$ cat src/rtl/display_serializer.sv
// ---------------------------------------------------------------------------
// display_serializer
//
// Takes one parallel frame for the front-panel LED display and shifts it out
// to the shift-register chains one chain at a time. For each chain, csel_o
// selects the chain, then sin_o/sclk_o shift the bits out MSB first, and then
// latch_o moves the shifted bits to the chain outputs. All logic runs in the
// 40 MHz domain.
//
// Ports
//   clk40m_i       40 MHz clock, rising edge
//   reset_i        synchronous reset, active high
//   frame_i        frame; chain c = frame_i[c*BITS_PER_CHAIN +: BITS_PER_CHAIN]
//   frame_valid_i  frame_i valid (upstream holds it until accepted)
//   frame_ready_o  idle, a frame is accepted on valid & ready
//   blank_req_i    upstream request to blank the display
//   frame_done_o   one-cycle pulse once the last chain is latched
//   busy_o         frame transmission in progress
//   latch_o        shift-register latch strobe
//   blank_o        display blank (high = dark)
//   csel_o         binary chain select
//   sclk_o         shift clock; chains sample sin_o on its rising edge
//   sin_o          serial data, MSB of each chain first
//
// Every output is a flop loaded from the next-state values, so all pins are
// glitch-free and change together on the clock edge.
// ---------------------------------------------------------------------------
module display_serializer #(
  parameter int NUM_CHAINS     = 8,
  parameter int BITS_PER_CHAIN = 16,
  parameter int CLK_DIV        = 4
) (
  input  logic                                 clk40m_i,
  input  logic                                 reset_i,
  input  logic [NUM_CHAINS*BITS_PER_CHAIN-1:0] frame_i,
  input  logic                                 frame_valid_i,
  output logic                                 frame_ready_o,
  input  logic                                 blank_req_i,
  output logic                                 frame_done_o,
  output logic                                 busy_o,
  output logic                                 latch_o,
  output logic                                 blank_o,
  output logic [2:0]                           csel_o,
  output logic                                 sclk_o,
  output logic                                 sin_o
);

  localparam int FW      = NUM_CHAINS * BITS_PER_CHAIN;
  localparam int CHAIN_W = (NUM_CHAINS > 1) ? $clog2(NUM_CHAINS) : 1;
  localparam int BIT_W   = (BITS_PER_CHAIN > 1) ? $clog2(BITS_PER_CHAIN) : 1;
  localparam int IDX_W   = (FW > 1) ? $clog2(FW) : 1;
  localparam int CNT_W   = $clog2(2 * CLK_DIV);

  localparam logic [CNT_W-1:0]   HALF_LAST  = CNT_W'(CLK_DIV - 1);
  localparam logic [CNT_W-1:0]   HALF       = CNT_W'(CLK_DIV);
  localparam logic [CNT_W-1:0]   FULL_LAST  = CNT_W'(2 * CLK_DIV - 1);
  localparam logic [CHAIN_W-1:0] CHAIN_LAST = CHAIN_W'(NUM_CHAINS - 1);
  localparam logic [BIT_W-1:0]   BIT_LAST   = BIT_W'(BITS_PER_CHAIN - 1);

  if (NUM_CHAINS < 1 || NUM_CHAINS > 8 || BITS_PER_CHAIN < 1 || CLK_DIV < 1) begin : gen_param_check
    $error("display_serializer: NUM_CHAINS must be 1..8, BITS_PER_CHAIN and CLK_DIV >= 1");
  end

  typedef enum logic [2:0] {
    ST_IDLE,
    ST_SETUP,  // csel settles before the first sclk edge
    ST_SHIFT,  // per bit: low half with sin set, then high half
    ST_LATCH,  // low half, then latch strobe high half
    ST_DONE
  } state_e;

  state_e             state_q, state_d;
  logic [CNT_W-1:0]   cnt_q, cnt_d;      // cycle within the current phase
  logic [BIT_W-1:0]   bit_q, bit_d;      // bit being shifted, counts down
  logic [CHAIN_W-1:0] chain_q, chain_d;
  logic [FW-1:0]      frame_q;
  logic               frame_seen_q;
  logic               accept;
  logic [IDX_W-1:0]   bit_idx;

  logic       ready_q, ready_d;
  logic       busy_q, busy_d;
  logic       done_q, done_d;
  logic       latch_q, latch_d;
  logic       blank_q;
  logic [2:0] csel_q, csel_d;
  logic       sclk_q, sclk_d;
  logic       sin_q, sin_d;

  // NOTE: every signal written here gets a default first, so no path through
  // the case statement can leave one unassigned and infer a latch.
  always_comb begin
    state_d = state_q;
    cnt_d   = cnt_q;
    bit_d   = bit_q;
    chain_d = chain_q;
    accept  = 1'b0;

    unique case (state_q)
      ST_IDLE: begin
        cnt_d   = '0;
        bit_d   = '0;
        chain_d = '0;
        // ready_q rather than the state alone: the cycle right after reset
        // is IDLE but not yet advertising ready.
        if (frame_valid_i && ready_q) begin
          accept  = 1'b1;
          state_d = ST_SETUP;
        end
      end
      ST_SETUP: begin
        if (cnt_q == HALF_LAST) begin
          state_d = ST_SHIFT;
          cnt_d   = '0;
          bit_d   = BIT_LAST;
        end else begin
          cnt_d = cnt_q + CNT_W'(1);
        end
      end
      ST_SHIFT: begin
        if (cnt_q == FULL_LAST) begin
          cnt_d = '0;
          if (bit_q == '0) state_d = ST_LATCH;
          else             bit_d   = bit_q - BIT_W'(1);
        end else begin
          cnt_d = cnt_q + CNT_W'(1);
        end
      end
      ST_LATCH: begin
        if (cnt_q == FULL_LAST) begin
          cnt_d = '0;
          if (chain_q == CHAIN_LAST) begin
            state_d = ST_DONE;
          end else begin
            chain_d = chain_q + CHAIN_W'(1);
            state_d = ST_SETUP;
          end
        end else begin
          cnt_d = cnt_q + CNT_W'(1);
        end
      end
      ST_DONE: state_d = ST_IDLE;
      default: state_d = ST_IDLE;
    endcase

    // Output values for the coming cycle, derived from the next state.
    bit_idx = IDX_W'(int'(chain_d) * BITS_PER_CHAIN + int'(bit_d));
    ready_d = (state_d == ST_IDLE);
    busy_d  = (state_d != ST_IDLE);
    done_d  = (state_d == ST_DONE);
    csel_d  = (state_d inside {ST_SETUP, ST_SHIFT, ST_LATCH}) ? 3'(chain_d) : 3'd0;
    sclk_d  = (state_d == ST_SHIFT) && (cnt_d >= HALF);
    latch_d = (state_d == ST_LATCH) && (cnt_d >= HALF);
    // frame_q is loaded on the accept edge; SETUP lasts at least one cycle,
    // so the buffer is always valid before the first SHIFT cycle.
    sin_d   = (state_d == ST_SHIFT) ? frame_q[bit_idx] : 1'b0;
  end

  always_ff @(posedge clk40m_i) begin
    if (reset_i) begin
      state_q      <= ST_IDLE;
      cnt_q        <= '0;
      bit_q        <= '0;
      chain_q      <= '0;
      frame_seen_q <= 1'b0;
      ready_q      <= 1'b0;
      busy_q       <= 1'b0;
      done_q       <= 1'b0;
      latch_q      <= 1'b0;
      blank_q      <= 1'b1;
      csel_q       <= 3'd0;
      sclk_q       <= 1'b0;
      sin_q        <= 1'b0;
    end else begin
      state_q <= state_d;
      cnt_q   <= cnt_d;
      bit_q   <= bit_d;
      chain_q <= chain_d;
      if (state_d == ST_DONE) frame_seen_q <= 1'b1;
      ready_q <= ready_d;
      busy_q  <= busy_d;
      done_q  <= done_d;
      latch_q <= latch_d;
      blank_q <= blank_req_i | ~frame_seen_q;
      csel_q  <= csel_d;
      sclk_q  <= sclk_d;
      sin_q   <= sin_d;
    end
  end

  // NOTE: the frame buffer has no reset; it is only read after an accept has
  // overwritten it, and a reset returns the FSM to IDLE, which discards it.
  always_ff @(posedge clk40m_i) begin
    if (accept && !reset_i) frame_q <= frame_i;
  end

  assign frame_ready_o = ready_q;
  assign busy_o        = busy_q;
  assign frame_done_o  = done_q;
  assign latch_o       = latch_q;
  assign blank_o       = blank_q;
  assign csel_o        = csel_q;
  assign sclk_o        = sclk_q;
  assign sin_o         = sin_q;

endmodule

$ cat config.mk
export PLATFORM = sky130hd
export DESIGN_NAME = display_serializer
export DESIGN_NICKNAME = d
export VERILOG_FILES = /design/src/rtl/display_serializer.sv
export SDC_FILE = /design/constraint.sdc
export NUM_CORES = 1
export LEC_CHECK = 0
export CAP_MARGIN = 20
export CORE_UTILIZATION = 40
export DETAILED_ROUTE_END_ITERATION = 8
export PLACE_DENSITY = 0.66
export SLEW_MARGIN = 20
export SYNTH_ARGS = -nofsm -noshare
export SYNTH_HDL_FRONTEND = slang
export SYNTH_SLANG_ARGS = --single-unit
export TNS_END_PERCENT = 50
$ cat constraint.sdc
create_clock -name clk40m_i -period 30.6 [get_ports clk40m_i]
set_input_delay 6.12 -clock clk40m_i [delete_from_list [all_inputs] [get_ports clk40m_i]]
set_output_delay 6.12 -clock clk40m_i [all_outputs]
set_load 0.01 [all_outputs]
==> impl_metrics.ini <==
[die]
rows = 45
core_mm2 = 0.0154
io_pins = 142
die_w_um = 129
die-area_mm2 = 0.0166
initial_core_util = 0.416
die_h_um = 129

[cts]
htreeDepth = 4
numCtsBuffers = 17
path_clk_slew_ns = 0.06
cts_hold_buf = 0
clock_latency_ns = 0.42
cts_resized = 0
cts_sinks = 152
root_buffer = clkbuf_16
cts_setup_buffers = 0
cts_tree = done
ctsLongestPathBuffers = 2

[power]
powerDensity_mw_per_mm2 = 52.5
p_int_mw = 0.359
p_clk_frac = 0.425
peakVddDrop_mv = 0.0371
power_mw = 0.448
p_sw_frac = 0.199
switching_power_mw = 0.0893
power.leakage_nw = 3.04
combinationalPowerShare = 0.057
p_seq_frac = 0.518

[synthesis]
synth_cell_types = 69
syn_nets = 622
yosysMostFrequentCell = edfxtp_1
synth_common_cells = 128 x edfxtp_1, 74 x nand2_1, 34 x nand3_1
synth_top_area_share = 0.598
ys_ff_latch = 152
postSynthAreaPerCell_um2 = 13.3
synth_edf_count = 128
ys_seq_area_frac = 0.673
yosysTopAreaCell = edfxtp_1
synth_area_leaders = edfxtp_1 60%, dfxtp_1 7.5%, nand2_1 4.3%
async_flop_share = 0
synthCells = 484
ys_warn_count = 0
synth_area_mm2 = 0.00642
ys.flop_type = edfxtp_1

[place]
place_congestion = 0.786
dp_hpwl_mm = 10.2
io_buffers = 141

[timing]
maxSlewHeadroom = 0.288
worstMarginPinSlew_ns = 1.07
period_share = 0.285
clock_skew_ns = 0.00517
finalMaxSlewViolations = 0
finalSetupViolCount = 0
hold_viol_final = 0
rsz0062_at_grt = no
max_freq_mhz = 115
tns_ns = 0
fin_crit_ns = 8.73
holdWs_ns = 0.444

[detailed_routing]
avgRoutedWirePerCell_um = 17.1
drtPass1Iterations = 5
drc = 0
wl_mm = 14.5
post_drt_via_cell_ratio = 5.16
antenna_left = 0
vias = 4379
drt_iter0_drc = 362

[outcome]
status = finished, final reports clean

[final_layout]
num_antenna_cells = 0
seqCellArea_mm2 = 0.00432
nNetsFinal = 762
drive_gt1_frac = 0.0926
fillCellCount = 1276
syn2layout_area_growth_pct = 33.0
multi_input_area_mm2 = 0.00193

[grt]
antenna_found_initial = 0
grt_max_degree = 66
use_met2 = 0.295
grtUsageMet1 = 0.248
use_met3 = 0.0503
grt_pass1_wl_mm = 22.7
grt_use_total = 0.186
grt_pass1_vias = 4372
gr-total-overflow = 0
busiest_layer = met2

[critical_path]
endpoint_kind = register
crit_arrival_ns = 8.77
critPathMaxFanout = 65
critPathLaunchType = primary input
required_ns = 30.64
critPathKind = primary input to register

[hold_path]
hp-class = register to register

[job]
maxCapViolCount = 0
-- power groups by stage --
stage / combinational (mW) / clock [mW] / sequential (mW)
floorplan: 0.00580 / 0 / 0.238
global placement: 0.0253 / 0 / 0.236
detailed placement: 0.0256 / 0 / 0.237
CTS: 0.0257 / 0.193 / 0.232
global route: 0.0271 / 0.204 / 0.233
finish: 0.0254 / 0.190 / 0.232
-- worst max-delay path, stage by stage --
cell	delay (ns)
clkdlybuf4s50_1	0.77
nor4_2	0.37
buf_4	0.65
buf_4	0.74
-- worst paths after layout --
check                            start                   endpoint  slack, ns  cells past startpoint
max                            reset_i      frame_q[74]$_DFFE_PP_      21.87                      4
min          frame_seen_q$_SDFFE_PP0P_  frame_seen_q$_SDFFE_PP0P_       0.44                      2
max reg2reg                   register           sin_o$_SDFF_PP0_      26.62                     12
min reg2reg  frame_seen_q$_SDFFE_PP0P_  frame_seen_q$_SDFFE_PP0P_       0.44                      2
-- sequential cells by signal, indices dropped and copies added (netlist names), named ones only --
signal,cells
csel_o,3
frame_q,128
frame_seen_q,1
latch_o,1
frame_ready_o,1
busy_o,1
state_q,3
frame_done_o,1
cnt_q,2
bit_q,4
chain_q,3
blank_o,1
sclk_o,1
sin_o,1
-- layout by cell type (no fill, tap or decap), types with 3 or more instances in the layout --
master and count:
clkdlybuf4s50_1 141, edfxtp_1 128, nand2_1 74, nand3_1 34, nor2_1 25, dfxtp_1 24, clkbuf_16 17, mux2i_1 16
a21oi_1 13, o21ai_0 12, mux2_2 10, and3_1 9, inv_1 8, a211oi_1 7, o22ai_1 7, ha_1 6
a21o_1 5, nor3_1 5, a221oi_1 4, o211ai_1 4, buf_4 4, a22oi_1 3, or3_1 3, nor3b_1 3
o21ai_1 3, nand4_1 3, nor4_1 3, clkinv_2 3, clkbuf_1 3
-- kinds of logic after synthesis --
family	after synthesis	synth area share
compound gates	86	0.104
buf+inv	33	0.0279
mux	27	0.0442
simple gates	180	0.139
flops	152	0.673
fa+ha+maj	6	0.0117
-- layer usage --
layer / vias to the layer above / share of wire
met1: 2070 / 0.44
met3: 15 / 0.061
met2: 167 / 0.49
li1: 2127 / -
met4: 0 / 0.012
met5: - / 0
-- area by class of cell --
cell class              count  share of cell area
clock buffers              20              0.0511
clock inverters            12              0.0120
inverters                   8             0.00352
multi-input cells         299               0.226
flip-flops and latches    152               0.506
well taps                 211              0.0309
repair buffers            146               0.171
-- through the flow --
stage / cell area, um^2 / util / std cells / worst slack, ns
after CTS: 8530 / 0.553 / 847 / 21.89
after global routing: 8540 / 0.554 / 848 / 21.66
final: 8540 / 0.554 / 848 / 21.87
after global placement: 7990 / 0.518 / 815 / 21.50
after floorplan: 6420 / - / 484 / 11.18
after detailed placement: 7990 / 0.518 / 815 / 21.44
Note: power is estimated with default switching activity, not from simulation.
